[src/rtl/fetch_mem_unit.sv]
// Instruction fetch and load/store unit sharing one synchronous-read memory port; load/store wins the bus over fetch.
// Optional FMU_BUSERR_EN: load/store to addresses >= MEM_WORDS is blocked and answered with ls_err.
module fetch_mem_unit #(
   parameter int unsigned            DATA_W    = 16,
   parameter int unsigned            ADDR_W    = 12,
   parameter int unsigned            MEM_WORDS = 4096,
   parameter logic [ADDR_W-1:0]      PC_RESET  = '0
) (
   input  logic              clock,
   input  logic              reset,
   input  logic              exec,
   input  logic [DATA_W-1:0] m_q,
   output logic [ADDR_W-1:0] m_addr,
   output logic [DATA_W-1:0] m_data,
   output logic              m_rw,
   input  logic              ls_req,
   input  logic              ls_we,
   input  logic [ADDR_W-1:0] ls_addr,
   input  logic [DATA_W-1:0] ls_wdata,
   output logic [DATA_W-1:0] ls_rdata,
   output logic              ls_done,
   output logic              ls_err,
   input  logic              br_taken,
   input  logic [ADDR_W-1:0] br_target,
   output logic [DATA_W-1:0] if_ir,
   output logic [ADDR_W-1:0] if_pc,
   output logic              if_valid,
   output logic              stall
);

   // RUN means a fetch was issued last cycle; DATA means a load/store was issued last cycle.
   typedef enum logic [1:0] {S_HALT = 2'd0, S_RUN = 2'd1, S_DATA = 2'd2} state_t;

   state_t            state_q, state_d;
   logic [ADDR_W-1:0] pc_q, pc_d;
   logic [ADDR_W-1:0] fpc_q;
   logic [ADDR_W-1:0] if_pc_q;
   logic [DATA_W-1:0] if_ir_q;
   logic [DATA_W-1:0] rdata_q;
   logic              we_q;
   logic              err_q;
   logic              fetch;
   logic              addr_err;
   logic [ADDR_W-1:0] issue_addr;

`ifdef FMU_BUSERR_EN
   localparam logic [ADDR_W:0] MEM_LIMIT = (ADDR_W+1)'(MEM_WORDS);
   assign addr_err = ls_req && ({1'b0, ls_addr} >= MEM_LIMIT);
`else
   assign addr_err = 1'b0;
`endif

   assign fetch      = exec && !ls_req;
   assign issue_addr = br_taken ? br_target : pc_q;

   always_ff @(posedge clock or posedge reset) begin
      if (reset) state_q <= S_HALT;
      else       state_q <= state_d;
   end

   always_comb begin
      state_d = S_HALT;
      if (ls_req)    state_d = S_DATA;
      else if (exec) state_d = S_RUN;
   end

   always_comb begin
      m_addr   = pc_q;
      m_data   = '0;
      m_rw     = 1'b0;
      pc_d     = br_taken ? br_target : pc_q;
      if (ls_req) begin
         m_addr = ls_addr;
         m_data = ls_wdata;
         m_rw   = ls_we && !addr_err && !reset;
      end else if (exec) begin
         m_addr = issue_addr;
         pc_d   = issue_addr + 1'b1;
      end
      stall    = ls_req && exec;
      // A branch in the delivery cycle squashes the instruction coming back.
      if_valid = (state_q == S_RUN) && !br_taken;
      if_ir    = if_valid ? m_q   : if_ir_q;
      if_pc    = if_valid ? fpc_q : if_pc_q;
      ls_done  = (state_q == S_DATA);
      ls_err   = ls_done && err_q;
      ls_rdata = rdata_q;
      if (ls_done && !we_q) ls_rdata = err_q ? '0 : m_q;
   end

   always_ff @(posedge clock or posedge reset) begin
      if (reset) begin
         pc_q    <= PC_RESET;
         fpc_q   <= '0;
         if_pc_q <= '0;
         if_ir_q <= '0;
         rdata_q <= '0;
         we_q    <= 1'b0;
         err_q   <= 1'b0;
      end else begin
         pc_q    <= pc_d;
         if (fetch) fpc_q <= issue_addr;
         if_pc_q <= if_pc;
         if_ir_q <= if_ir;
         rdata_q <= ls_rdata;
         we_q    <= ls_we;
         err_q   <= addr_err;
      end
   end

endmodule
[config.mk]
export PLATFORM = sky130hd
export DESIGN_NAME = fetch_mem_unit
export DESIGN_NICKNAME = d
export VERILOG_FILES = /design/src/rtl/fetch_mem_unit.sv
export SDC_FILE = /design/constraint.sdc
export NUM_CORES = 1
export LEC_CHECK = 0
export CORE_ASPECT_RATIO = 1.25
export CORE_MARGIN = 3
export CORE_UTILIZATION = 39
export CTS_CLUSTER_DIAMETER = 150
export DETAILED_ROUTE_END_ITERATION = 8
export PLACE_DENSITY = 0.74
export SLEW_MARGIN = 40
export SYNTH_ARGS = -nofsm -noshare
export SYNTH_HDL_FRONTEND = slang
export SYNTH_SLANG_ARGS = --single-unit
[constraint.sdc]
create_clock -name clock -period 3.1 [get_ports clock]
set_input_delay 0.465 -clock clock [delete_from_list [all_inputs] [get_ports clock]]
set_output_delay 0.465 -clock clock [all_outputs]
set_load 0.01 [all_outputs]
Word-level counts from Yosys, hierarchy flattened:

Index checks and enable logic that the tools add are counted.

* bits in registers: 71
* bits in latches: 0
* word-level logic and storage cells: 31
* ROM bits: 0
* output and inout port bits: 77
* RAM bits: 0
* bits of input ports: 62
* memories: 0

* reduce and logical (&&, ||, !) cells: 9
* divide/modulo/power cells: 0
* $lt $le $gt $ge: 0
* multipliers: 0
* muxes and demuxes: 12
* shift-type cells: 0
* equality and inequality tests: 2
* $add $sub $neg: 1
* bitwise operators: 0

Operators by type and width (count)
* $mux 12: 6
* $mux 16: 3
* $add 12x1->12 const B: 1
* $logic_and 1x1->1: 5
* $logic_not 1->1: 4
* $eq 2x1->1 const B: 1
* $eq 2x2->1 const B: 1
* $mux 1: 2
* $mux 2: 1

Depth between registers and ports, before layout:

* depth in word-level cells: 4
* mapped depth: 7
* mapped depth without buffers: 6

Least setup slack after synthesis:

No wires, ideal clock.

* kind: input to output
* start point: in reset
* end point: out m_rw
* buffers on the path: 0
* stages on the path: 2
* required time: 2635 ps
* arrival: 2347 ps
* path slack: 288 ps
* cell sequence: inv_1 > and3_1

* cells in the longest elaborated chain, start to end: 3

Ends and longest elaborated chain
* from (decl): line 10 `input logic reset,`
* $logic_not 1->1 (no source line)
* $logic_and 1x1->1: line 75 `m_rw = ls_we && !addr_err && !reset;`
* $mux 1: line 72 `if (ls_req) begin`
* to (decl): line 15 `output logic m_rw,`

No other way between the ends.

Worst setup path in the final report:

* start point: in br_taken
* end point: out m_addr[1]

* cells in the longest elaborated chain, start to end: 3

Ends and longest elaborated chain
* from (decl): line 23 `input logic br_taken,`
* $mux 12: line 54 `assign issue_addr = br_taken ? br_target : pc_q;`
* $mux 12: line 76 `end else if (exec) begin`
* $mux 12: line 72
* to (decl): line 13 `output logic [ADDR_W-1:0] m_addr,`

No other way between the ends.

==> reports/summary.md <==
- **worst slew slack as a fraction of its limit** 58.3%
- **pin count of the biggest net entering global routing** 72
- **aggregate negative setup slack** 0 ns
- **share of the synthesized area in the top cell type** 53.2%
- **sequential cell area fraction in the yosys report** 53.2%
- **critical path data required time** 2.63 ns
- **arrival time reported for the critical path endpoint** 2.39 ns
- **core area** 0.00829 sq mm
- **setup repair after global routing missed its margin** false
- **clock transition at the registers of the reported paths** 0.06 ns
- **Clk network pwr share** 26.2%
- **first-pass detailed-route iteration total** 4
- **initial standard-cell utilization of the core** 40.3%
- **maximum clock frequency** 0.351 GHz
- **count of state elements after synthesis** 71
- **die boundary width** 88.7 microns
- **placed wire-length estimate after detailed placement** 6410 microns
- **CP Max Fanout** 19
- **Final Hold Viols** 0
- **Clk Latency, worst-skew pair** 0.34 ns
- **number of antenna violations at the first check in global routing** 0
- **clock tree from TritonCTS** built
- **Area contributors post-synth** dfrtp_1, mux2_2, mux2i_1
- **Netlist cell types** 41
- **wire length of the first global-routing pass** 13000 microns
- **Sequential Power Share** 42.1%
- **H-tree Lvls** 3
- **element type at the critical path start** input pin
- **std cell rows** 37
- **crit path kind** in2out
- **Hold Buf Count CTS** 0
- **IR drop worst, VDD** 0.000207 V
- **switching power share of the total** 27.3%
- **grt total ovfl** 0
- **Port Buffers** 137
- **Synth Flop Type** dfrtp_1
- **number of sinks on the clock net** 71
- **root buffer cell** clkbuf_8
- **total of max-cap violations** 0
- **max-slew violations** 0
- **final number of setup-violating endpoints** 0
- **average wire per standard cell** 16.1 microns
- **average cell area after synthesis** 11.8 sq um
- **largest area contributor in the netlist** dfrtp_1
- **share of power burned in combinational logic** 31.6%
- **number of cells produced by synthesis** 282
- **GR Util All Layers** 17.6%
- **total inserted antenna cells** 0
- **asr flop ratio synth** 100%
- **final wirelength** 8550 microns
- **P per Cell Area** 547 mW/mm^2
- **run status** completed
- **vias in the first global route** 2619
- **Final Critical Period** 2.85 ns
- **die boundary height** 109 microns
- **cell area after synthesis** 0.00334 sq mm
- **number of gates given a new drive strength after cts** 0
- **I/O pin cnt** 139
- **number of buffers on the longest clock path** 2
- **Slew @ Worst Pin** 0.626 ns
- **Switch Pwr** 0.755 mW
- **Setup Skew** 0.00913 ns
- **die outline area** 0.00971 sq mm
- **number of enable-type register cells in the synthesized netlist** 0
- **final RePlAce weighted congestion** 0.793
- **Int Pwr** 2.01 mW
- **Worst Setup End Kind** output pin
- **layout cell share with drive strength beyond 1** 18.9%
- **leakage dissipation** 2.17 nW
- **post-synth net total** 345
- **YS warnings** 0
- **Residual DRC** 0
- **Tcrit/Tclk final** 92.0%
- **class of the worst hold path** reg2reg
- **postcts setup bufs** 0
- **antenna-violating nets left** 0
- **number of buffers created by CTS** 9
- **Vias/cell** 4.92
- **final core utilization** 61.1%
- **synthesis-to-finish area growth** 51.7%
- **vias after detailed routing** 2609
- **Iter 0 DRT Violations** 64
- **number of nets in the finished design** 491
## layout make-up
type / count / area, sq um
multi-input cells: 189 / 1440
clock buffers: 11 / 141
inverters: 5 / 20.0
well taps: 97 / 121
clock inverters: 5 / 57.6
flip-flops and latches: 71 / 1780
repair buffers: 152 / 1500
fillers: 704 / 3230
## worst max-delay path: stages
cell,delay (ns)
clkdlybuf4s50_1,0.56
buf_4,0.31
mux2i_1,0.14
nand2_1,0.08
o21ai_0,0.08
o21ai_0,0.17
clkdlybuf4s50_1,0.58
## power by group through the flow
stage	registers, mW	clock network [mW]	logic (mW)
floorplan	1.16	0	0.406
global placement	1.17	0	0.867
detailed placement	1.19	0	0.883
CTS	1.17	0.751	0.887
global route	1.18	0.792	0.949
finish	1.17	0.726	0.875
## Yosys cell counts, types with 2 or more instances
cell / n
a21oi_1: 2
mux2_2: 44
inv_1: 4
nand3_1: 2
mux2i_1: 16
mux2_1: 2
and2_1: 17
nor2_1: 3
nand4_1: 3
xor2_1: 5
o21ai_0: 29
xnor2_1: 4
clkbuf_1: 7
nor2b_1: 3
nand2_1: 36
or4_1: 2
dfrtp_1: 71
a31oi_1: 2
buf_4: 4
a41o_1: 2
buf_2: 4
## path summary, 6_finish.rpt
path | depth (start not counted) | end | slack, ns | from
worst min-delay path | 2 | fpc_q[1] | 0.48 | fpc_q[1]
worst min register to register | 2 | fpc_q[1] | 0.48 | fpc_q[1]
max in group asynchronous | 3 | rdata_q[6] | 2.02 | reset
worst max-delay path | 7 | m_addr[1] | 0.25 | br_taken
min in group asynchronous | 3 | we_q | 0.65 | reset
worst max register to register | 7 | pc_q[6] | 1.45 | pc_q[0]
## sequential cells by signal, summed over array words and instances (netlist names)
| register | count |
|---|---|
| if_ir_q | 16 |
| pc_q | 12 |
| state_q | 2 |
| fpc_q | 12 |
| rdata_q | 16 |
| we_q | 1 |
| if_pc_q | 12 |
## metrics by stage
step	power [mW]	instances	hold WS, ns	worst slack, ns	cell area (sq um)
after floorplan	1.57	282	0.444	0.288	3340
after global placement	2.04	514	0.459	0.311	4860
after detailed placement	2.07	514	0.466	0.251	4860
after CTS	2.81	530	0.481	0.252	5060
after global routing	2.93	530	0.505	0.152	5060
final	2.77	530	0.478	0.249	5060
## kinds of logic (layout without fill, tap and decap cells)
logic type,Yosys count,after routing,synth area share (%)
adders and majority gates,1,1,0.375
DFF,71,71,53.2
AOI/OAI and AO/OA,40,40,7.12
xor gates and xnor gates,9,9,2.36
other,1,1,0.112
muxes,63,63,20.7
buffers and inverters,22,173,3.67
and+or+nand+nor,75,75,12.4
## cells in the final DEF, fill, tap and decap left out, drive strengths merged, types with 2 or more instances in the layout
master         instances
a21oi                  2
a31oi                  2
a41o                   2
and2                  17
buf                   15
clkbuf                11
clkdlybuf4s50        137
clkinv                 5
dfrtp                 71
inv                    4
mux2                  46
mux2i                 17
nand2                 36
nand3                  2
nand4                  4
nand4b                 2
nor2                   3
nor2b                  3
o21ai                 29
or4                    2
xnor2                  4
xor2                   5
## per-layer routing
| layer | track usage, % | wire, microns | vias to the layer above |
|---|---|---|---|
| met5 | 0 | 0 | - |
| met4 | 6.80 | 63 | 0 |
| met3 | 2.77 | 523 | 5 |
| met2 | 30.0 | 4400 | 83 |
| met1 | 22.1 | 3560 | 1257 |
| li1 | - | - | 1264 |
(Power assumes the default switching activity.)
==> variant, RTL diff (same flow settings) <==
Encoding of `state_t`: now one-hot (3 bits for 3 states).
--- a/src/rtl/fetch_mem_unit.sv
+++ b/src/rtl/fetch_mem_unit.sv
@@ -29,7 +29,7 @@
 );
 
    // RUN means a fetch was issued last cycle; DATA means a load/store was issued last cycle.
-   typedef enum logic [1:0] {S_HALT = 2'd0, S_RUN = 2'd1, S_DATA = 2'd2} state_t;
+   typedef enum logic [2:0] {S_HALT = 3'b001, S_RUN = 3'b010, S_DATA = 3'b100} state_t;
 
    state_t            state_q, state_d;
    logic [ADDR_W-1:0] pc_q, pc_d;
Function: no difference found for any inputs over 4 cycles, from zero or initial values and one cycle with reset high; so few cycles prove little.
==> variant against the unedited design <==
Design area up 0.17%. Register-to-register slack worse by 0.14 ns. Utilization down 0.23 points. First-iteration DRC count up 47%. Final cell count down 0.57%. Die area up 0.77%. Sequential cell count up 1. Wire length down 2.7%. Power up 1.4%. Setup slack worse by 0.018 ns. Synthesized area up 0.82%. Critical path type unchanged. Largest power group unchanged.
==> variant: results <==
grt:
  grt_pass1_vias: 2599
  grt_max_degree: 73
  use_met1_pct: 21.3
  grt_pass1_wl_mm: 12.7
  use_met2_pct: 29.2
  grt_use_total_pct: 17.1
  use_met3_pct: 4.05
drt:
  viasPerCell: 4.82
  drt_iter0_drc: 94
  post_drt_wl_per_cell_um: 15.8
outcome:
  status: "finished, final reports clean"
cells_and_area:
  diodes: 0
  drive_above_1_share_pct: 18.1
  fin_nets: 488
  nFillCells: 703
place:
  dp_hpwl_mm: 6.21
  postPlaceCellArea_mm2: 0.00488
  place.gp.congestion: 0.784
logic_synthesis:
  yosysUniqueCellTypes: 32
  ys_seq_area_share_pct: 53.6
  synth_nets: 346
  ys_top_cells_by_area: "dfrtp_1 (53%), mux2_2 (15%), mux2i_1 (6.2%)"
  synth_common_cells: "dfrtp_1 (71), mux2_2 (44), nand2_1 (34)"
hold_path:
  worstHoldPathType: "register to register"
clocking:
  cts-root-buf: "clkbuf_8"
  cts_max_path_buffers: 2
sta:
  skew_ns: 0.00771
  tightestPinTransition_ns: 0.638
power_and_ir_drop:
  ir_drop_mv: 0.264
  p_leak_nw: 2.17
critical_path:
  critPathMaxFanout: 29
-- variant: final timing paths --
kind | cells past startpoint | endpoint | startpoint | slack [ns]
setup / recovery | 5 | if_pc[11] | br_taken | 0.23
hold / removal | 2 | fpc_q[11]$_DFFE_PP0P_ | fpc_q[11]$_DFFE_PP0P_ | 0.48
setup reg to reg | 9 | pc_q[8]$_DFF_PP0_ | pc_q[0]$_DFF_PP0_ | 1.31
hold reg to reg | 2 | fpc_q[11]$_DFFE_PP0P_ | fpc_q[11]$_DFFE_PP0P_ | 0.48
max in group asynchronous | 3 | fpc_q[0]$_DFFE_PP0P_ | reset | 2.02
min in group asynchronous | 3 | pc_q[2]$_DFF_PP0_ | reset | 0.64
-- variant: critical path, stage by stage --
cell             delay (ns)
clkdlybuf4s50_1        0.46
nor4b_4                0.35
buf_12                 0.24
mux2_2                 0.37
clkdlybuf4s50_1        0.50
-- variant: per-layer routing --
metal / up-vias / routed length [um]
met1: 1212 / 3510
met3: 8 / 402
met5: - / 0
met4: 0 / 76
met2: 83 / 4330
li1: 1239 / -
-- variant: stage by stage --
step	power, mW	hold WS [ns]	std cells	worst slack (ns)
6_report	2.81	0.480	527	0.231
2_1_floorplan	1.61	0.444	283	0.267
5_1_grt	2.97	0.511	527	0.173
3_3_place_gp	2.10	0.462	511	0.259
3_5_place_dp	2.13	0.472	511	0.221
4_1_cts	2.85	0.489	527	0.221
-- variant: area by class of cell --
cell class / count / area [um^2] / area share (%)
inverter: 4 / 15.0 / 0.296
tap: 97 / 121 / 2.39
sequential: 72 / 1800 / 35.6
clock inverter: 6 / 60.1 / 1.18
clock buffer: 10 / 128 / 2.52
timing repair buffer: 149 / 1490 / 29.4
multi-input combinational: 189 / 1450 / 28.7
-- variant: where the power goes --
group          total, mW  switching (mW)  internal [mW]  leakage (nW)
Combinational      0.900           0.361          0.539          1.21
Clock              0.708           0.341          0.368        0.0920
Sequential          1.20          0.0710           1.13         0.870
-- variant: kinds of logic (layout without fill, tap and decap cells) --
logic type               count (synthesis)  after routing  share of synthesized area [%]
AND/OR/NAND/NOR                         73             73                           11.4
flip-flops                              72             72                           53.6
multiplexers                            66             66                           21.4
AO/OA/AOI/OAI                           34             34                           5.99
buffers and inverters                   22            169                           3.50
XOR/XNOR                                14             14                           3.64
adder cells (fa/ha/maj)                  1              1                          0.372
other                                    1              1                          0.111
